==> src/rtl/mem_pkg.sv <==
// mem_pkg: shared slot-memory constants, responder state encoding and log2 helper
package mem_pkg;
  localparam int WORDSZ_BYTES_DEF = 4;
  typedef enum logic [1:0] {UNINIT, IDLE, ACCESS, RESP} state_t;
  function automatic int log2(input int n);
    int r = 0;
    while ((1 << r) < n) r++;
    return r;
  endfunction
endpackage

==> src/rtl/slot_mem.sv <==
// slot_mem: single-port synchronous SLOTS x 32 storage (clk; en/we/addr/wdata in; rdata registered out), no reset
module slot_mem import mem_pkg::*; #(
  parameter int SLOTS = 32
) (
  input  logic                     clk,
  input  logic                     en,
  input  logic                     we,
  input  logic [log2(SLOTS)-1:0]   addr,
  input  logic [31:0]              wdata,
  output logic [31:0]              rdata
);
  logic [31:0] mem [SLOTS];
  always_ff @(posedge clk)
    if (en) begin
      if (we) mem[addr] <= wdata;
      else rdata <= mem[addr];
    end
endmodule

==> src/rtl/slot_mem_responder.sv <==
// slot_mem_responder: req/rsp slot memory with base-pointer reverse translation (base load, request in, response with rdata/vptr/err out)
module slot_mem_responder import mem_pkg::*; #(
  parameter int MEM_SLOTS_COUNT = 32,
  parameter int WORDSZ_BYTES    = WORDSZ_BYTES_DEF
) (
  input  logic                             _clk,
  input  logic                             _reset_n,
  input  logic                             _base_vld,
  input  logic [31:0]                      _base_vptr,
  input  logic                             _req_vld,
  output logic                             req_rdy_,
  input  logic                             _req_we,
  input  logic [log2(MEM_SLOTS_COUNT)-1:0] _req_slot,
  input  logic [31:0]                      _req_wdata,
  output logic                             rsp_vld_,
  input  logic                             _rsp_rdy,
  output logic [31:0]                      rsp_rdata_,
  output logic [31:0]                      rsp_vptr_,
  output logic                             rsp_err_
);
  localparam int SW = log2(MEM_SLOTS_COUNT);
  state_t state, state_nx;
  logic [31:0] base_q, wdata_q, mem_rdata;
  logic [SW-1:0] slot_q;
  logic we_q, err_q, loaded, accept, base_ld;
  assign req_rdy_ = state == UNINIT || state == IDLE;
  assign accept   = _req_vld & req_rdy_;
  assign base_ld  = _base_vld & req_rdy_;
  always_ff @(posedge _clk or negedge _reset_n)
    if (!_reset_n) begin
      state   <= UNINIT;
      base_q  <= '0;
      loaded  <= 1'b0;
      slot_q  <= '0;
      we_q    <= 1'b0;
      wdata_q <= '0;
      err_q   <= 1'b0;
    end else begin
      state <= state_nx;
      if (base_ld) begin
        base_q <= _base_vptr;
        loaded <= 1'b1;
      end
      if (accept) begin
        slot_q  <= _req_slot;
        we_q    <= _req_we;
        wdata_q <= _req_wdata;
        // a base loaded on the accept edge counts as loaded for this request
        err_q   <= !(loaded | _base_vld);
      end
    end
  always_comb begin
    state_nx = state;
    case (state)
      UNINIT, IDLE: state_nx = accept ? ACCESS : base_ld ? IDLE : state;
      ACCESS:       state_nx = RESP;
      RESP:         state_nx = _rsp_rdy ? (loaded ? IDLE : UNINIT) : RESP;
      default:      state_nx = UNINIT;
    endcase
  end
  always_comb begin
    rsp_vld_   = state == RESP;
    rsp_err_   = rsp_vld_ & err_q;
    rsp_rdata_ = (rsp_vld_ && !err_q) ? (we_q ? wdata_q : mem_rdata) : '0;
    rsp_vptr_  = (rsp_vld_ && !err_q) ? base_q + 32'(slot_q) * 32'(WORDSZ_BYTES) : '0;
  end
  slot_mem #(.SLOTS(MEM_SLOTS_COUNT)) u_mem (
    .clk   (_clk),
    .en    (state == ACCESS && !err_q),
    .we    (we_q),
    .addr  (slot_q),
    .wdata (wdata_q),
    .rdata (mem_rdata)
  );
endmodule

==> config.mk <==
export PLATFORM = sky130hd
export DESIGN_NAME = slot_mem_responder
export DESIGN_NICKNAME = d
export VERILOG_FILES = /design/src/rtl/mem_pkg.sv /design/src/rtl/slot_mem.sv /design/src/rtl/slot_mem_responder.sv
export SDC_FILE = /design/constraint.sdc
export NUM_CORES = 1
export LEC_CHECK = 0
export CORE_ASPECT_RATIO = 0.8
export CORE_MARGIN = 1
export CORE_UTILIZATION = 55
export CTS_BUF_LIST = sky130_fd_sc_hd__clkbuf_2
export DETAILED_ROUTE_END_ITERATION = 8
export DONT_BUFFER_PORTS = 1
export PLACE_DENSITY = 0.77
export RECOVER_POWER = 25
export SETUP_SLACK_MARGIN = 0.05
export SLEW_MARGIN = 30
export SYNTH_ARGS = -nofsm -noshare
export SYNTH_HDL_FRONTEND = slang
export SYNTH_SLANG_ARGS = --single-unit
export TNS_END_PERCENT = 1
==> constraint.sdc <==
create_clock -name _clk -period 5.6 [get_ports _clk]
set_input_delay 1.68 -clock _clk [delete_from_list [all_inputs] [get_ports _clk]]
set_output_delay 1.68 -clock _clk [all_outputs]
set_load 0.02 [all_outputs]
Yosys cells after proc, flatten, opt, wreduce, memory -nomap -nowiden
Memories as Yosys holds them, arrays and structs flattened. A register that Yosys moved wholly into a read port is not among the register bits.
Cells that the tools add are included.
Cells by class
  $add $sub $neg: 1
  $mul: 0
  divide/modulo/power cells: 0
  $lt $le $gt $ge: 0
  equal/unequal tests: 4
  shift operators: 0
  mux-type cells: 11
  bitwise operators: 5
  reduce and logical (&&, ||, !) cells: 8
Operator list (count)
  $mux 32: 3
  $add 32x7->32: 1
  $mux 2: 3
  $pmux 2 s3: 1
  $eq 2x2->1 const B: 2
  $mux 1: 4
  $and 1x1->1: 3
  $ne 3x3->1 const B: 1
  $eq 2x1->1 const B: 1
  $logic_and 1x1->1: 2
  $logic_not 1->1: 2
  $logic_not 2->1: 1
  $reduce_and 2->1: 1
  $reduce_or 2->1: 1
  $logic_or 1x1->1: 1
  $not 1->1: 1
  $or 1x1->1: 1
Storage, ports and cells
  bits in registers: 74
  latch bits: 0
  memory bits (writable): 1024
  ROM bits: 0
  input port bits: 75
  output and inout bits: 67
  logic and storage cells: 37
  memories: 1
Memory list
  u_mem.mem: words 32, width 32, rd ports 1, clocked after memory_dff 1, write ports 1, RTL line slot_mem.sv:12  | logic [31:0] mem [SLOTS];

Longest topological paths before layout
  word-level depth: 6
  depth in mapped cells: 11

Hierarchy
Synthesis repeated with hierarchy kept, for this count alone.
Unflattened totals
  cells, all modules: 2497
  area total of the unflattened synthesis: 44219.9 um2
Modules (own cells, without submodules)
  slot_mem: instances 1, cells each 2110, area each 40063.4 um2, seq. area each 31710.4 um2
  slot_mem_responder: instances 1, cells each 387, area each 4156.5 um2, seq. area each 1851.8 um2

Worst setup path after synthesis
Ideal clock, no wire load.
  kind: register to output
  start point: register slot_q[1]
  end point: output port rsp_vptr_[30]
  arrival: 3.178 ns
  data required time: 3.920 ns
  setup slack: 0.742 ns
  cell stages (with the launch flop): 12
  path buffers: 4
  cell sequence: dfrtp_1 > clkbuf_1 > clkbuf_1 > clkbuf_1 > inv_1 > fa_1 > nor2b_1 > o31a_1 > o2111ai_1 > buf_2 > or3_1 > a21oi_1
Between the ends
  word-level cells in the longest chain between the ends: 2
Ends and longest elaborated chain
  start: declaration: RTL line slot_mem_responder.sv:24  | logic [SW-1:0] slot_q;
  start signal: assignment: RTL line slot_mem_responder.sv:45  | slot_q <= _req_slot;
  $add 32x7->32: RTL line slot_mem_responder.sv:65  | rsp_vptr_ = (rsp_vld_ && !err_q) ? base_q + 32'(slot_q) * 32'(WORDSZ_BYTES) : '0;
  $mux 32: RTL line slot_mem_responder.sv:65
  end: declaration: RTL line slot_mem_responder.sv:18  | output logic [31:0] rsp_vptr_,
Every way passes these cells.

Worst setup path in the final report
  start point: register slot_q[0]
  end point: output port rsp_vptr_[22]
Same word-level chain as after synthesis.

==> results_dict.tcl <==
set metrics [dict create \
    cap_violations 1 \
    nNetsFinal 2338 \
    dp.cells 2995 \
    setup_violations 0 \
    die_x_um 316 \
    yosysTopAreaCell "edfxtp_1" \
    leakage_nw 15.3 \
    wl_per_cell_um 30.5 \
    ant_nets 0 \
    syn2layout_area_growth_pct 9.71 \
    placeableCoreArea_sq_um 77500 \
    grt_use_total 0.269 \
    avgSynthCellArea_sq_um 21.6 \
    place.gp.congestion 0.813 \
    final_common_cell "edfxtp_1" \
    path_clk_slew_ns 0.13 \
    antenna_found_initial 5 \
    relSlewSlack -0.0183 \
    syn-instance-count 2009 \
    clockBufferDepth 4 \
    regToRegEndpoint "u_mem.mem[21][5]" \
    yosysUniqueCellTypes 43 \
    vias_per_cell 6.51 \
    instances_no_fill 3453 \
    yosys_register_bits 1130 \
    violations "capacitance limit, slew limit" \
    cts_buffers 274 \
    startpoint_type "flip-flop" \
    slew_viol_final 34 \
    syn-num-nets 2090 \
    yosysSeqAreaShare 0.774 \
    grt_overflow 0 \
    power_per_cell_area_nw_per_um2 456 \
    clock.fmax_mhz 185 \
    place_hpwl_um 54000 \
    final_util 0.613 \
    crit-reg2reg-launch "state[1]" \
    hold_viol 0 \
    worstRegToRegCells 5 \
    dieArea_sq_um 80000 \
    grt_pass1_vias 22900 \
    worstHoldPathType "in -> async" \
    drive_gt1_frac 0.367 \
    first_pass_iters 6 \
    initial_core_util 0.559 \
    hold_ws_ns 0.181 \
    fin_crit_ns 5.41 \
    clock_skew_ns 0.130 \
    cts_root_buffer "clkbuf_2" \
    final.setup.tns_ns 0 \
    worst_pin_slew_ns 1.53 \
    port-buffer-count 0 \
    layout_common_cells "edfxtp_1, clkbuf_2, mux4_2" \
    critPathKind "reg -> out" \
    rsz0062_at_grt "true" \
    grt_max_degree 165 \
    core.rowCount 91 \
    synth-edff-count 1056 \
    critical_path_required_ns 3.92 \
    io_pins 142 \
    grt_pass1_wl_um 151000 \
    vias 22500 \
    yosysWarnings 0 \
    htreeDepth 5 \
    end_kind "primary output" \
    ir_drop_mv 0.464 \
    fin_crit_sh 0.966 \
    worstPathArrival_ns 3.73 \
    drt-initial-drc-count 3282 \
    synth_top_cell_area_share 0.731 \
    num-fill-cells 5280 \
    cts_tree "yes" \
    die_h_um 253 \
    critPathMaxFanout 7 \
    clock_latency_ns 1.44 \
    synthTopCellsByArea "edfxtp_1, mux4_2, dfrtp_1, a22oi_1, mux2_2" \
    routed_wirelength_um 105000 \
    status "finished, violations left" \
    post-route-drc-count 0 \
    syn-cell-area_sq_um 43400 \
    place_area_sq_um 45100 \
    ys.flop_type "edfxtp_1" \
    startpoint "slot_q[0]" \
    stdcell_area_sq_um 47600 \
    regToRegSetupSlack_ns 1.63 \
    cts_sinks 1130 \
    crit_path_end "rsp_vptr_[22]" \
    synthArstFlopShare 0.0655 \
]
-- worst max-delay path: stages (launching register included) --
cell and delay [ns]:
dfrtp_4 0.45, ha_2 0.21, inv_1 0.06, fa_1 0.40, nor2b_2 0.17, o31a_1 0.27
o2111ai_4 0.21, or3_4 0.41, a21oi_4 0.22
-- cell families after synthesis --
kind of cell | after synthesis | synth area share
muxes | 354 | 0.157
buffers and inverters | 125 | 0.0116
DFF | 1130 | 0.774
AOI/OAI and AO/OA | 175 | 0.0283
xor gates and xnor gates | 13 | 0.00263
and+or+nand+nor | 206 | 0.0239
adders and majority gates | 6 | 0.00190
-- metrics by stage --
stage | setup slack, ns | power [mW]
2_1_floorplan | 0.742 | 14.9
5_1_grt | 0.00494 | 22.6
6_report | 0.191 | 21.7
4_1_cts | 0.000983 | 21.7
3_3_place_gp | 1.08 | 16.4
3_5_place_dp | 0.941 | 16.7
-- cells in the mapped netlist (3+ instances only) --
library cell	instances
or3_1	12
nand3_1	13
nor2_1	92
o2111ai_1	3
o21ai_0	23
dfrtp_1	74
nor3_1	4
a22oi_1	128
edfxtp_1	1056
inv_1	11
xor2_1	11
mux4_2	256
nor2b_1	4
a211oi_1	3
buf_1	7
mux2i_1	33
buf_2	27
clkbuf_1	79
ha_1	5
nand4_1	38
or2_2	4
a21oi_1	13
nand2_1	19
and2_1	5
mux2_2	65
-- sequential cells by signal (all words and copies together) (netlist names) --
| register | count |
|---|---|
| loaded | 1 |
| slot_q | 5 |
| err_q | 1 |
| u_mem.mem | 1024 |
| state | 2 |
| base_q | 32 |
| wdata_q | 32 |
| u_mem.rdata | 32 |
| we_q | 1 |
-- layout make-up --
| cell class | instances | area, sq um | share of cell area |
|---|---|---|---|
| Timing Repair Buffer | 86 | 694 | 0.0146 |
| Tap cell | 1023 | 1280 | 0.0269 |
| Antenna cell | 6 | 15.0 | 0.000316 |
| Clock inverter | 42 | 216 | 0.00455 |
| Sequential cell | 1130 | 33600 | 0.706 |
| Multi-Input combinational cell | 754 | 9730 | 0.205 |
| Inverter | 11 | 41.3 | 0.000868 |
| Clock buffer | 401 | 2010 | 0.0422 |
-- power by group --
part	total [mW]	switching, mW	leakage [nW]	internal [mW]
clock	5.04	3.07	1.77	1.97
combinational	5.29	3.21	3.13	2.08
sequential	11.3	0.735	10.4	10.6
total	21.7	7.02	15.3	14.7
-- worst min path at each step --
stage	startpoint	end	slack [ns]	cells after the start
floorplan	loaded	loaded	0.46	1
global route	_reset_n	wdata_q[23]	0.09	1
global placement	loaded	loaded	0.48	1
finish	_reset_n	wdata_q[24]	0.18	1
CTS	_reset_n	wdata_q[23]	0.06	1
detailed placement	base_q[0]	base_q[0]	0.49	1
-- layer usage --
| layer | track usage | up-vias | routed length, um |
|---|---|---|---|
| li1 | - | 9077 | - |
| met1 | 0.379 | 11600 | 40500 |
| met2 | 0.399 | 1610 | 48700 |
| met3 | 0.0907 | 158 | 14100 |
| met4 | 0.0871 | 2 | 1980 |
| met5 | 0.00553 | - | 65 |
-- what timing repair did --
action / CTS / global route
hold endpoints to repair: 74 / 0
buffers inserted: 4 / 3
gates resized for setup: 31 / 12
hold buffers: 1 / 0
endpoints found under the setup margin: 12 / 16
pin swaps: 8 / 6
(Power assumes the default switching activity.)
